--- src/rtl/amber_wb_cmd_master.sv ---
// -----------------------------------------------------------------------------
// amber_wb_cmd_master
//
// Wishbone classic-cycle initiator for Amber slave peripherals. A front end
// hands over one register command at a time (address, data, byte selects,
// direction). The block runs exactly one Wishbone cycle for that command and
// then returns read data and an error flag. Every bus cycle has a timeout, so
// a slave that never answers still produces an error response instead of
// hanging the front end.
//
// Parameters
//   WB_DWIDTH       bus data width, 32 or 128
//   WB_SWIDTH       bus select width, WB_DWIDTH/8
//   TIMEOUT_CYCLES  maximum number of cycles stb is held without ack/err (1..255)
//
// Ports
//   i_clk, i_rst_n            clock; asynchronous active-low reset
//   i_cmd_valid/o_cmd_ready   command handshake
//   i_cmd_we/adr/dat/sel      command direction, byte address, write data,
//                             byte enables within the 32-bit word
//   o_rsp_valid/i_rsp_ready   response handshake
//   o_rsp_dat/o_rsp_err       read data (0 for writes and errors), error flag
//   o_wb_*                    Wishbone initiator outputs
//   i_wb_dat/ack/err          Wishbone slave returns
// -----------------------------------------------------------------------------
module amber_wb_cmd_master #(
    parameter int WB_DWIDTH      = 32,
    parameter int WB_SWIDTH      = 4,
    parameter int TIMEOUT_CYCLES = 255
) (
    input  logic                 i_clk,
    input  logic                 i_rst_n,

    input  logic                 i_cmd_valid,
    output logic                 o_cmd_ready,
    input  logic                 i_cmd_we,
    input  logic [31:0]          i_cmd_adr,
    input  logic [31:0]          i_cmd_dat,
    input  logic [3:0]           i_cmd_sel,

    output logic                 o_rsp_valid,
    input  logic                 i_rsp_ready,
    output logic [31:0]          o_rsp_dat,
    output logic                 o_rsp_err,

    output logic [31:0]          o_wb_adr,
    output logic [WB_SWIDTH-1:0] o_wb_sel,
    output logic                 o_wb_we,
    output logic [WB_DWIDTH-1:0] o_wb_dat,
    output logic                 o_wb_cyc,
    output logic                 o_wb_stb,
    input  logic [WB_DWIDTH-1:0] i_wb_dat,
    input  logic                 i_wb_ack,
    input  logic                 i_wb_err
);

    localparam logic [1:0] ST_IDLE = 2'd0;
    localparam logic [1:0] ST_BUS  = 2'd1;
    localparam logic [1:0] ST_RESP = 2'd2;

    // Counter value on the last permitted strobe cycle.
    localparam logic [7:0] TIMEOUT_LAST = 8'(TIMEOUT_CYCLES - 1);

    logic [1:0]           state_reg;
    logic [7:0]           tmo_cnt_reg;
    logic                 wb_we_reg;
    logic [31:0]          wb_adr_reg;
    logic [WB_SWIDTH-1:0] wb_sel_reg;
    logic [WB_DWIDTH-1:0] wb_dat_reg;
    logic [31:0]          rsp_dat_reg;
    logic                 rsp_err_reg;

    // Lane steering: the select pattern to register at command accept, and
    // the 32-bit read lane addressed by the registered command.
    logic [WB_SWIDTH-1:0] wb_sel_next;
    logic [31:0]          rd_lane;

    generate
        if (WB_DWIDTH == 128) begin : g_w128
            logic [31:0] lanes [4];
            for (genvar gi = 0; gi < 4; gi++) begin : g_lane
                assign lanes[gi] = i_wb_dat[32*gi +: 32];
            end
            assign rd_lane     = lanes[wb_adr_reg[3:2]];
            // Word k of the 128-bit beat owns select bits [4k+3:4k].
            assign wb_sel_next = WB_SWIDTH'(i_cmd_sel) << {i_cmd_adr[3:2], 2'b00};
        end else begin : g_w32
            assign rd_lane     = i_wb_dat[31:0];
            assign wb_sel_next = WB_SWIDTH'(i_cmd_sel);
        end
    endgenerate

    always_ff @(posedge i_clk or negedge i_rst_n) begin
        if (!i_rst_n) begin
            state_reg   <= ST_IDLE;
            tmo_cnt_reg <= '0;
            wb_we_reg   <= 1'b0;
            wb_adr_reg  <= '0;
            wb_sel_reg  <= '0;
            wb_dat_reg  <= '0;
            rsp_dat_reg <= '0;
            rsp_err_reg <= 1'b0;
        end else begin
            case (state_reg)
                ST_IDLE: begin
                    if (i_cmd_valid) begin
                        wb_we_reg   <= i_cmd_we;
                        wb_adr_reg  <= i_cmd_adr;
                        wb_sel_reg  <= wb_sel_next;
                        // Write data is replicated on every 32-bit lane; the
                        // select pattern picks the lane the slave uses.
                        wb_dat_reg  <= {(WB_DWIDTH/32){i_cmd_dat}};
                        tmo_cnt_reg <= '0;
                        state_reg   <= ST_BUS;
                    end
                end
                ST_BUS: begin
                    tmo_cnt_reg <= tmo_cnt_reg + 8'd1;
                    if (i_wb_err) begin
                        // err wins over a simultaneous ack
                        rsp_err_reg <= 1'b1;
                        rsp_dat_reg <= '0;
                        state_reg   <= ST_RESP;
                    end else if (i_wb_ack) begin
                        rsp_err_reg <= 1'b0;
                        rsp_dat_reg <= wb_we_reg ? 32'd0 : rd_lane;
                        state_reg   <= ST_RESP;
                    end else if (tmo_cnt_reg == TIMEOUT_LAST) begin
                        rsp_err_reg <= 1'b1;
                        rsp_dat_reg <= '0;
                        state_reg   <= ST_RESP;
                    end
                end
                ST_RESP: begin
                    if (i_rsp_ready) begin
                        state_reg <= ST_IDLE;
                    end
                end
                default: state_reg <= ST_IDLE;
            endcase
        end
    end

    // Handshake and bus-cycle strobes decode from state only, so no slave
    // input ever reaches an output combinationally.
    assign o_cmd_ready = (state_reg == ST_IDLE);
    assign o_wb_cyc    = (state_reg == ST_BUS);
    assign o_wb_stb    = (state_reg == ST_BUS);
    assign o_rsp_valid = (state_reg == ST_RESP);

    assign o_wb_adr    = wb_adr_reg;
    assign o_wb_sel    = wb_sel_reg;
    assign o_wb_we     = wb_we_reg;
    assign o_wb_dat    = wb_dat_reg;
    assign o_rsp_dat   = rsp_dat_reg;
    assign o_rsp_err   = rsp_err_reg;

endmodule

--- config.mk ---
export PLATFORM = sky130hd
export DESIGN_NAME = amber_wb_cmd_master
export DESIGN_NICKNAME = d
export VERILOG_FILES = /design/src/rtl/amber_wb_cmd_master.sv
export SDC_FILE = /design/constraint.sdc
export NUM_CORES = 1
export LEC_CHECK = 0
export ABC_AREA = 1
export CAP_MARGIN = 25
export CELL_PAD_IN_SITES_DETAIL_PLACEMENT = 1
export CELL_PAD_IN_SITES_GLOBAL_PLACEMENT = 2
export CORE_MARGIN = 2
export CORE_UTILIZATION = 20
export DETAILED_ROUTE_END_ITERATION = 8
export PLACE_DENSITY = 0.8
export SETUP_SLACK_MARGIN = 0.5
export SYNTH_ARGS = -nofsm -noshare
export SYNTH_HDL_FRONTEND = slang
export SYNTH_SLANG_ARGS = --single-unit
--- constraint.sdc ---
create_clock -name i_clk -period 1.4 [get_ports i_clk]
set_input_delay 0.28 -clock i_clk [delete_from_list [all_inputs] [get_ports i_clk]]
set_output_delay 0.28 -clock i_clk [all_outputs]
set_load 0.02 [all_outputs]
==> results of run 1 <==
[Yosys cell counts]
cell type	count
nand3b_1	2
clkbuf_1	2
o21ai_0	8
nor2_1	41
nor2_2	1
nor2_4	1
dfrtp_1	112
inv_2	1
o21ai_1	1
nand2_1	298
buf_6	5
nand3_1	38
ha_1	2
inv_1	46
buf_4	12
buf_2	10
nand2_4	2
a21oi_1	1
[report_power, final]
part           leakage, nW  switching [mW]  total [mW]  internal [mW]
registers             1.43            1.20        5.78           4.57
clock network        0.155            1.38        2.81           1.43
logic                 3.29            5.58        11.8           6.18
[kinds of logic (layout without fill, tap and decap cells)]
family | count (synthesis) | count (layout) | synth area share
AOI/OAI and AO/OA | 10 | 10 | 0.0105
adders and majority gates | 2 | 2 | 0.00524
buffers and inverters | 76 | 391 | 0.0796
DFF | 112 | 112 | 0.587
and+or+nand+nor | 383 | 383 | 0.318
[metrics by stage]
step	cells	instance area, um2	hold WS, ps
3_5_place_dp	1118	7510	242
6_report	1217	9490	-159
3_3_place_gp	1118	7510	243
4_1_cts	1163	8390	-156
2_1_floorplan	583	4840	-15.6
5_1_grt	1217	9490	-137
[area by class of cell]
| cell class | instances | area, um2 |
|---|---|---|
| clock buffers | 9 | 225 |
| fillers | 2685 | 14000 |
| clock inverters | 7 | 88.8 |
| multi-input cells | 395 | 2200 |
| flip-flops and latches | 112 | 2800 |
| repair buffers | 328 | 3590 |
| well taps | 319 | 399 |
| inverters | 47 | 189 |
[metal layers]
layer | part of all wire | routed length, um | global-route usage
met1 | 0.40 | 7300 | 0.157
met2 | 0.52 | 9500 | 0.225
met3 | 0.064 | 1170 | 0.0378
met4 | 0.020 | 365 | 0.0493
met5 | 0 | 0 | 0
[timing repair]
item / 4_1_cts / 5_1_grt
cloned: 5 / 9
resized for setup: 678 / 163
endpoints found under the hold margin: 22 / 22
pin swaps: 8 / 61
buffers inserted: 24 / 45
endpoints found under the setup margin: 218 / 218
[final timing paths]
path	from	endpoint	slack (ps)	depth (start not counted)
max	tmo_cnt_reg[0]$_DFFE_PN0P_	o_rsp_dat[11]$_DFFE_PN0P_	-20	10
min	i_rst_n	state_reg[0]$_DFFE_PN0P_	-160	1
max reg2reg	tmo_cnt_reg[0]$_DFFE_PN0P_	o_rsp_dat[11]$_DFFE_PN0P_	-20	10
min reg2reg	o_rsp_dat[26]$_DFFE_PN0P_	o_rsp_dat[26]$_DFFE_PN0P_	500	2
max in group asynchronous	i_rst_n	o_wb_dat[7]$_DFFE_PN0P_	990	2
min in group i_clk	i_cmd_adr[18]	o_wb_adr[18]$_DFFE_PN0P_	450	3
==> qor.csv, run 1 <==
metric,value,unit
cp-end-kind,register,
cts_tree,built,
post-route-util,0.404,
synth_top_cell_area_share,0.587,
powerDensity,2140,nW/um2
cts.sinks,112,
max_stage_delay,400,ps
setup_ws,-24.2,ps
fp.dieArea,25100,um2
path_buf_inv,3,
syn_area,4780,um2
ys_seq_area_frac,0.587,
violations,"negative hold slack, negative setup slack",
setup_viol,19,
clock.fmax,702,MHz
power,20.3,mW
drive_gt1_frac,0.428,
io_pins,213,
ys_top_cells_by_area,"dfrtp_1 59%, nand2_1 23%, nand3_1 4.0%, inv_1 3.6%, nor2_1 3.2%",
grt_max_degree,39,
worstPathRequired,1650,ps
grt_pass1_vias,4844,
leakagePower,4.88,nW
drc_errors,0,
status,"finished, violations left",
final_antenna_net_count,0,
syn_nets,692,
synth_seq_cells,112,
vias,4894,
min_period,1420,ps
h-tree-depth,3,
synth.distinct_cells,18,
clock-root-buffer,clkbuf_16,
finalCritPeriodShare,1.02,
nets,1002,
fin_tns_setup,-174,ps
avgSynthCellArea,8.19,um2
hold_class,primary input to async pin,
hold_viol,22,
slowest_stage,dfrtp_1,
numPortBuffers,212,
crit_path_cell_trace,"inv_2, ha_4, inv_2, nor2_2, nand2_2, nand2_4, nand2_8, clkbuf_16, nand2_1, nand2_1",
crit_fanout,11,
dr.first_iter.drc_count,172,
routedWlPerCell,15.1,um
tightest_slew,395,ps
overflow,0,
coreArea,23500,um2
antenna_found_initial,0,
yosys.area.top_type,dfrtp_1,
drt_pass1_iterations,4,
syn_to_final_growth,98.8,%
slew_headroom,0.737,
whs,-159,ps
cts_made_buffers,9,
initial_core_util,0.203,
start_kind,register,
grt_use_total,0.132,
wl,18.3,mm
place_ws,-100,ps
dp_hpwl,11.2,mm
clockBufferDepth,2,
ys_warn_count,0,
slew_viol_final,0,
grt_setup_unrepaired,true,
die_w,159,um
fp.dieH,159,um
diodes,0,
rows,56,
gp_congestion,0.726,
final_common_cell,nand2_1,
vias_per_cell,4.02,
syn_inst,583,
vdd_drop_max,0.809,mV
max_cap_violations,0,
clk_latency,360,ps
finClkSkew,12.0,ps
crit_family,simple AND/OR/NAND/NOR gates,
grt_pass1_wl,25.6,mm
arrival,1670,ps
clkTransAtPathRegs,80,ps
final_cell_mix,"169 x nand2_1, 111 x dfrtp_1, 107 x buf_6",
critPathKind,register to register,
Power figures use the tool's default switching activity.
==> run 2: changes to the inputs <==
--- a/config.mk
+++ b/config.mk
@@ -13,6 +13,7 @@
 export CORE_UTILIZATION = 20
 export DETAILED_ROUTE_END_ITERATION = 8
 export PLACE_DENSITY = 0.8
+export RECOVER_POWER = 50
 export SETUP_SLACK_MARGIN = 0.5
 export SYNTH_ARGS = -nofsm -noshare
 export SYNTH_HDL_FRONTEND = slang
==> run 2 against run 1 <==
Fmax hardly changed. Highest routed layer unchanged. Global-route usage stayed put. The flow still finishes with violations (negative hold slack, negative setup slack). Cell area is 1.7% lower. Largest cell class unchanged. Critical path type unchanged. First-iteration DRC count is 16% lower. Clock skew hardly changed. Die area stayed put. Register-to-register slack hardly changed. Setup slack better by 1.2 ps.
==> qor.csv, run 2 (synthesis results as in run 1) <==
metric,value,unit,change
status,"finished, violations left",,
violations,"negative hold slack, negative setup slack",,
dr.first_iter.drc_count,144,,-16%
gp_congestion,0.726,,unchanged
wl,18.4,mm,+0.19%
clock.fmax,703,MHz,about the same
clkTransAtPathRegs,80,ps,about the same
max_cap_violations,0,,unchanged
fin_cells,1217,,unchanged
finalCritPeriodShare,1.02,,about the same
numPortBuffers,212,,unchanged
dpl_cell_area,7510,um2,unchanged
hold_class,primary input to async pin,,
vias,4898,,+0.082%
fp.dieArea,25100,um2,unchanged
start_kind,register,,
h-tree-depth,3,,unchanged
post-route-util,0.397,,-0.00698
cts_tree,built,,
slew_headroom,0.535,,-0.202
routedWlPerCell,15.1,um,+0.19%
grt_max_degree,39,,unchanged
grt_pass1_wl,25.6,mm,unchanged
initial_core_util,0.203,,unchanged
rows,56,,unchanged
finClkSkew,12.0,ps,-0.0369 ps
diodes,0,,unchanged
arrival,1670,ps,about the same
setup_viol,17,,-2
cts.sinks,112,,unchanged
vias_per_cell,4.02,,about the same
final_cell_mix,"169 x nand2_1, 111 x dfrtp_1, 105 x clkdlybuf4s50_1",,
tightest_slew,697,ps,+302 ps
nets,1002,,unchanged
drt_pass1_iterations,4,,unchanged
max_stage_delay,400,ps,about the same
vdd_drop_max,0.808,mV,-0.13%
drc_errors,0,,unchanged
cts_made_buffers,9,,unchanged
coreArea,23500,um2,unchanged
grt_use_total,0.132,,unchanged
syn_to_final_growth,95.4,%,
fin_tns_setup,-141,ps,+32.1 ps
hold_viol,22,,unchanged
antenna_found_initial,0,,unchanged
min_period,1420,ps,-1.19 ps
leakagePower,4.78,nW,-2.0%
whs,-48.5,ps,+110 ps
die_w,159,um,unchanged
critPathKind,register to register,,
place_ws,-100,ps,unchanged
cp-end-kind,register,,
overflow,0,,unchanged
clock-root-buffer,clkbuf_16,,
dp_hpwl,11.2,mm,unchanged
drive_gt1_frac,0.409,,-0.0189
crit_path_cell_trace,"inv_2, ha_4, inv_2, nor2_2, nand2_2, nand2_4, nand2_8, clkbuf_16, nand2_1, nand2_1",,
crit_fanout,11,,unchanged
finalInstanceArea,9330,um2,-1.7%
grt_pass1_vias,4844,,unchanged
power,20.0,mW,-1.6%
clk_latency,360,ps,about the same
setup_ws,-23.0,ps,+1.19 ps
fp.dieH,159,um,unchanged
final_antenna_net_count,0,,unchanged
dp.cells,1118,,unchanged
worstPathRequired,1650,ps,about the same
powerDensity,2150,nW/um2,+0.15%
grt_setup_unrepaired,true,,
clockBufferDepth,2,,unchanged
final_common_cell,nand2_1,,
slew_viol_final,0,,unchanged
io_pins,213,,unchanged
slowest_stage,dfrtp_1,,
## run 2: changes by cell type in the layout (fill, tap and decap cells not counted), sizes merged
cell,before,now
clkbuf,18,40
buf,214,192
## run 2: final cells by class
cell class	count	area, um2
repair buffers	328	3430
fillers	2697	14100
clock inverters	7	88.8
clock buffers	9	225
multi-input cells	395	2200
well taps	319	399
flip-flops and latches	112	2800
inverters	47	189
## run 2: where the power goes
group / internal [mW] / leakage, nW / switching (mW)
Clock: 1.43 / 0.155 / 1.38
Sequential: 4.57 / 1.43 / 1.16
Combinational: 5.89 / 3.19 / 5.59
## run 2: repair_timing
action | CTS | global route
pin swaps | 8 | 61
resized for setup | 678 | 163
gates cloned | 5 | 9
endpoints found under the setup margin | 218 | 218
hold endpoints to repair | 22 | 22
setup buffers | 24 | 45
## run 2: metal layers
metal,global-route usage,wire (um),up-vias
met4,0.0493,352,0
met5,0,0,-
met2,0.225,9520,120
li1,-,-,2375
met3,0.0378,1160,23
met1,0.157,7340,2380
## run 2: worst paths after layout
kind,from,to,slack [ps],cells past startpoint
setup / recovery,tmo_cnt_reg[0]$_DFFE_PN0P_,o_rsp_dat[11]$_DFFE_PN0P_,-20,10
hold / removal,i_rst_n,state_reg[0]$_DFFE_PN0P_,-50,1
setup reg to reg,tmo_cnt_reg[0]$_DFFE_PN0P_,o_rsp_dat[11]$_DFFE_PN0P_,-20,10
hold reg to reg,o_rsp_dat[5]$_DFFE_PN0P_,o_rsp_dat[5]$_DFFE_PN0P_,480,2
max in group asynchronous,i_rst_n,o_wb_dat[7]$_DFFE_PN0P_,330,2
min in group i_clk,i_cmd_we,o_wb_we$_DFFE_PN0P_,450,3
## run 2: critical path, delay by kind of cell, from the launching register on
family | cells | cell delay [ps]
fa+ha+maj | 1 | 130
buf+inv | 3 | 290
flops | 1 | 400
simple gates | 6 | 500
==> run 3: changes to the inputs <==
--- a/config.mk
+++ b/config.mk
@@ -12,6 +12,7 @@
 export CORE_MARGIN = 2
 export CORE_UTILIZATION = 20
 export DETAILED_ROUTE_END_ITERATION = 8
+export GPL_TIMING_DRIVEN = 0
 export PLACE_DENSITY = 0.8
 export RECOVER_POWER = 50
 export SETUP_SLACK_MARGIN = 0.5
==> run 3 against run 2 <==
The run ends with negative setup slack left. Setup slack worse by 95 ps. Non-clock buffer count is 29 higher. Sequential power is 2% lower. Hold slack better by 180 ps. Final cell count is 2.5% higher. Clock skew is 1.8 ps higher. Core utilization is 2.9 points higher. Clock power is 7% lower. Register-to-register slack worse by 90 ps. Critical path depth is 5 lower. Flip-flop and latch count stayed put. Critical endpoint is now o_wb_stb.
==> qor.csv, run 3 (synthesis results as in run 1) <==
metric,value,unit,change
vias,5000,,+2.1%
whs,133,ps,+181 ps
routedWlPerCell,15.3,um,+1.4%
p_seq_frac,0.273,,-0.013
combPwrFrac,0.599,,+0.026
final_common_cell,nand2_1,,
post-route-util,0.426,,+0.0286
io_pins,213,,unchanged
die_w,159,um,unchanged
grt_use_total,0.139,,+0.00754
fin_cells,1247,,+2.5%
internal_power,12.5,mW,+5.2%
syn_to_final_growth,109,%,
cts_made_buffers,9,,unchanged
clockBufferDepth,2,,unchanged
fp.dieArea,25100,um2,unchanged
h-tree-depth,3,,unchanged
status,"finished, violations left",,
crit_fanout,3,,-8
crit_path_cell_trace,"inv_2, nor2_4, buf_6, buf_6, buf_6",,
vias_per_cell,4.01,,-0.37%
finalInstanceArea,10000,um2,+7.2%
p_sw_frac,0.393,,-0.0129
power,20.6,mW,+3.0%
cp_common_cell,buf_6,,
initial_core_util,0.203,,unchanged
tightest_slew,1110,ps,+417 ps
max_cap_violations,0,,unchanged
cts_tree,built,,
clock_power_share,0.128,,-0.013
grt_setup_unrepaired,true,,
leakagePower,5.09,nW,+6.4%
dr.first_iter.drc_count,135,,-6.3%
powerDensity,2060,nW/um2,-3.9%
fp.dieH,159,um,unchanged
grt_pass1_wl,26.9,mm,+5.0%
clk_latency,360,ps,about the same
start_kind,register,,
numPortBuffers,212,,unchanged
critPathKind,register to primary output,,
vdd_drop_max,0.972,mV,+20%
max_stage_delay,370,ps,-30 ps
setup_viol,75,,+58
cts.sinks,112,,unchanged
cp-end-kind,primary output,,
rows,56,,unchanged
violations,negative setup slack,,
drive_gt1_frac,0.487,,+0.0784
dp.cells,1115,,-0.27%
fin_tns_setup,-3650,ps,-3510 ps
place_ws,-517,ps,-417 ps
hold_class,primary input to async pin,,
overflow,0,,unchanged
slew_viol_final,0,,unchanged
setup_ws,-118,ps,-94.8 ps
coreArea,23500,um2,unchanged
arrival,1240,ps,-430 ps
grt_pass1_vias,5007,,+3.4%
dpl_cell_area,7390,um2,-1.6%
drt_pass1_iterations,4,,unchanged
nets,1032,,+3.0%
p_sw,8.11,mW,-0.25%
finClkSkew,13.8,ps,+1.79 ps
clock.fmax,659,MHz,-6.2%
hold_viol,0,,-100%
slew_headroom,0.257,,-0.278
clock-root-buffer,clkbuf_16,,
antenna_found_initial,0,,unchanged
dp_hpwl,11.2,mm,about the same
min_period,1520,ps,+94.8 ps
diodes,0,,unchanged
finalCritPeriodShare,1.08,,+0.0677
gp_congestion,0.713,,-1.8%
drc_errors,0,,unchanged
grt_max_degree,73,,+87%
slowest_stage,dfrtp_1,,
worstPathRequired,1120,ps,-530 ps
wl,19.1,mm,+3.9%
clkTransAtPathRegs,80,ps,about the same
final_antenna_net_count,0,,unchanged
final_cell_mix,"160 x nand2_1, 129 x buf_6, 113 x nand2_2",,
[run 3: cell types whose count changed in the layout (fill, tap and decap cells not counted), sizes merged]
| cell | before | now |
|---|---|---|
| buf | 192 | 243 |
| clkbuf | 40 | 18 |
| clkinv | 5 | 2 |
| inv | 48 | 51 |
| bufinv | 1 | 0 |
| clkinvlp | 0 | 1 |
| nand2 | 300 | 301 |
[run 3: final timing paths]
kind,start,end,slack [ps],cells past startpoint
worst max-delay path,state_reg[0]$_DFFE_PN0P_,o_wb_stb,-120,5
worst min-delay path,i_rst_n,o_wb_adr[3]$_DFFE_PN0P_,130,1
worst max register to register,tmo_cnt_reg[0]$_DFFE_PN0P_,o_rsp_dat[16]$_DFFE_PN0P_,-120,11
worst min register to register,o_wb_dat[7]$_DFFE_PN0P_,o_wb_dat[7]$_DFFE_PN0P_,500,2
max in group asynchronous,i_rst_n,o_wb_dat[7]$_DFFE_PN0P_,300,2
min in group i_clk,i_cmd_dat[21],o_wb_dat[21]$_DFFE_PN0P_,450,3
[run 3: area by class of cell]
cell class / instances / area (um2)
Fill cell: 2653 / 13500
Timing Repair Buffer: 328 / 3670
Sequential cell: 112 / 2800
Multi-Input combinational cell: 396 / 2260
Tap cell: 319 / 399
Buffer: 29 / 392
Clock buffer: 9 / 225
Inverter: 47 / 191
Clock inverter: 7 / 61.3
[run 3: critical path, delay by kind of cell (launching register included)]
kind	cells	cell delay [ps]
DFF	1	370
buffers and inverters	4	370
and+or+nand+nor	1	140
[run 3: timing repair]
item | in CTS | in global routing
pin swaps | 16 | 56
gates resized for setup | 727 | 191
buffers inserted | 41 | 55
cloned | 14 | 6
endpoints found under the setup margin | 218 | 218
hold endpoints to repair | 40 | 40
[run 3: routing by layer]
layer	GRT usage	up-vias	wire length (um)
met1	0.167	2440	7690
met4	0.0420	0	263
met2	0.244	116	10100
met3	0.0365	14	1040
li1	-	2430	-
met5	0	-	0
[run 3: power by group through the flow]
| stage | combinational (mW) | clock, mW | sequential, mW |
|---|---|---|---|
| CTS | 10.2 | 2.74 | 5.60 |
| finish | 12.4 | 2.63 | 5.63 |
| global placement | 7.79 | 0 | 5.35 |
| global route | 13.2 | 2.85 | 5.79 |
| detailed placement | 7.88 | 0 | 5.37 |
| floorplan | 2.30 | 0 | 6.92 |
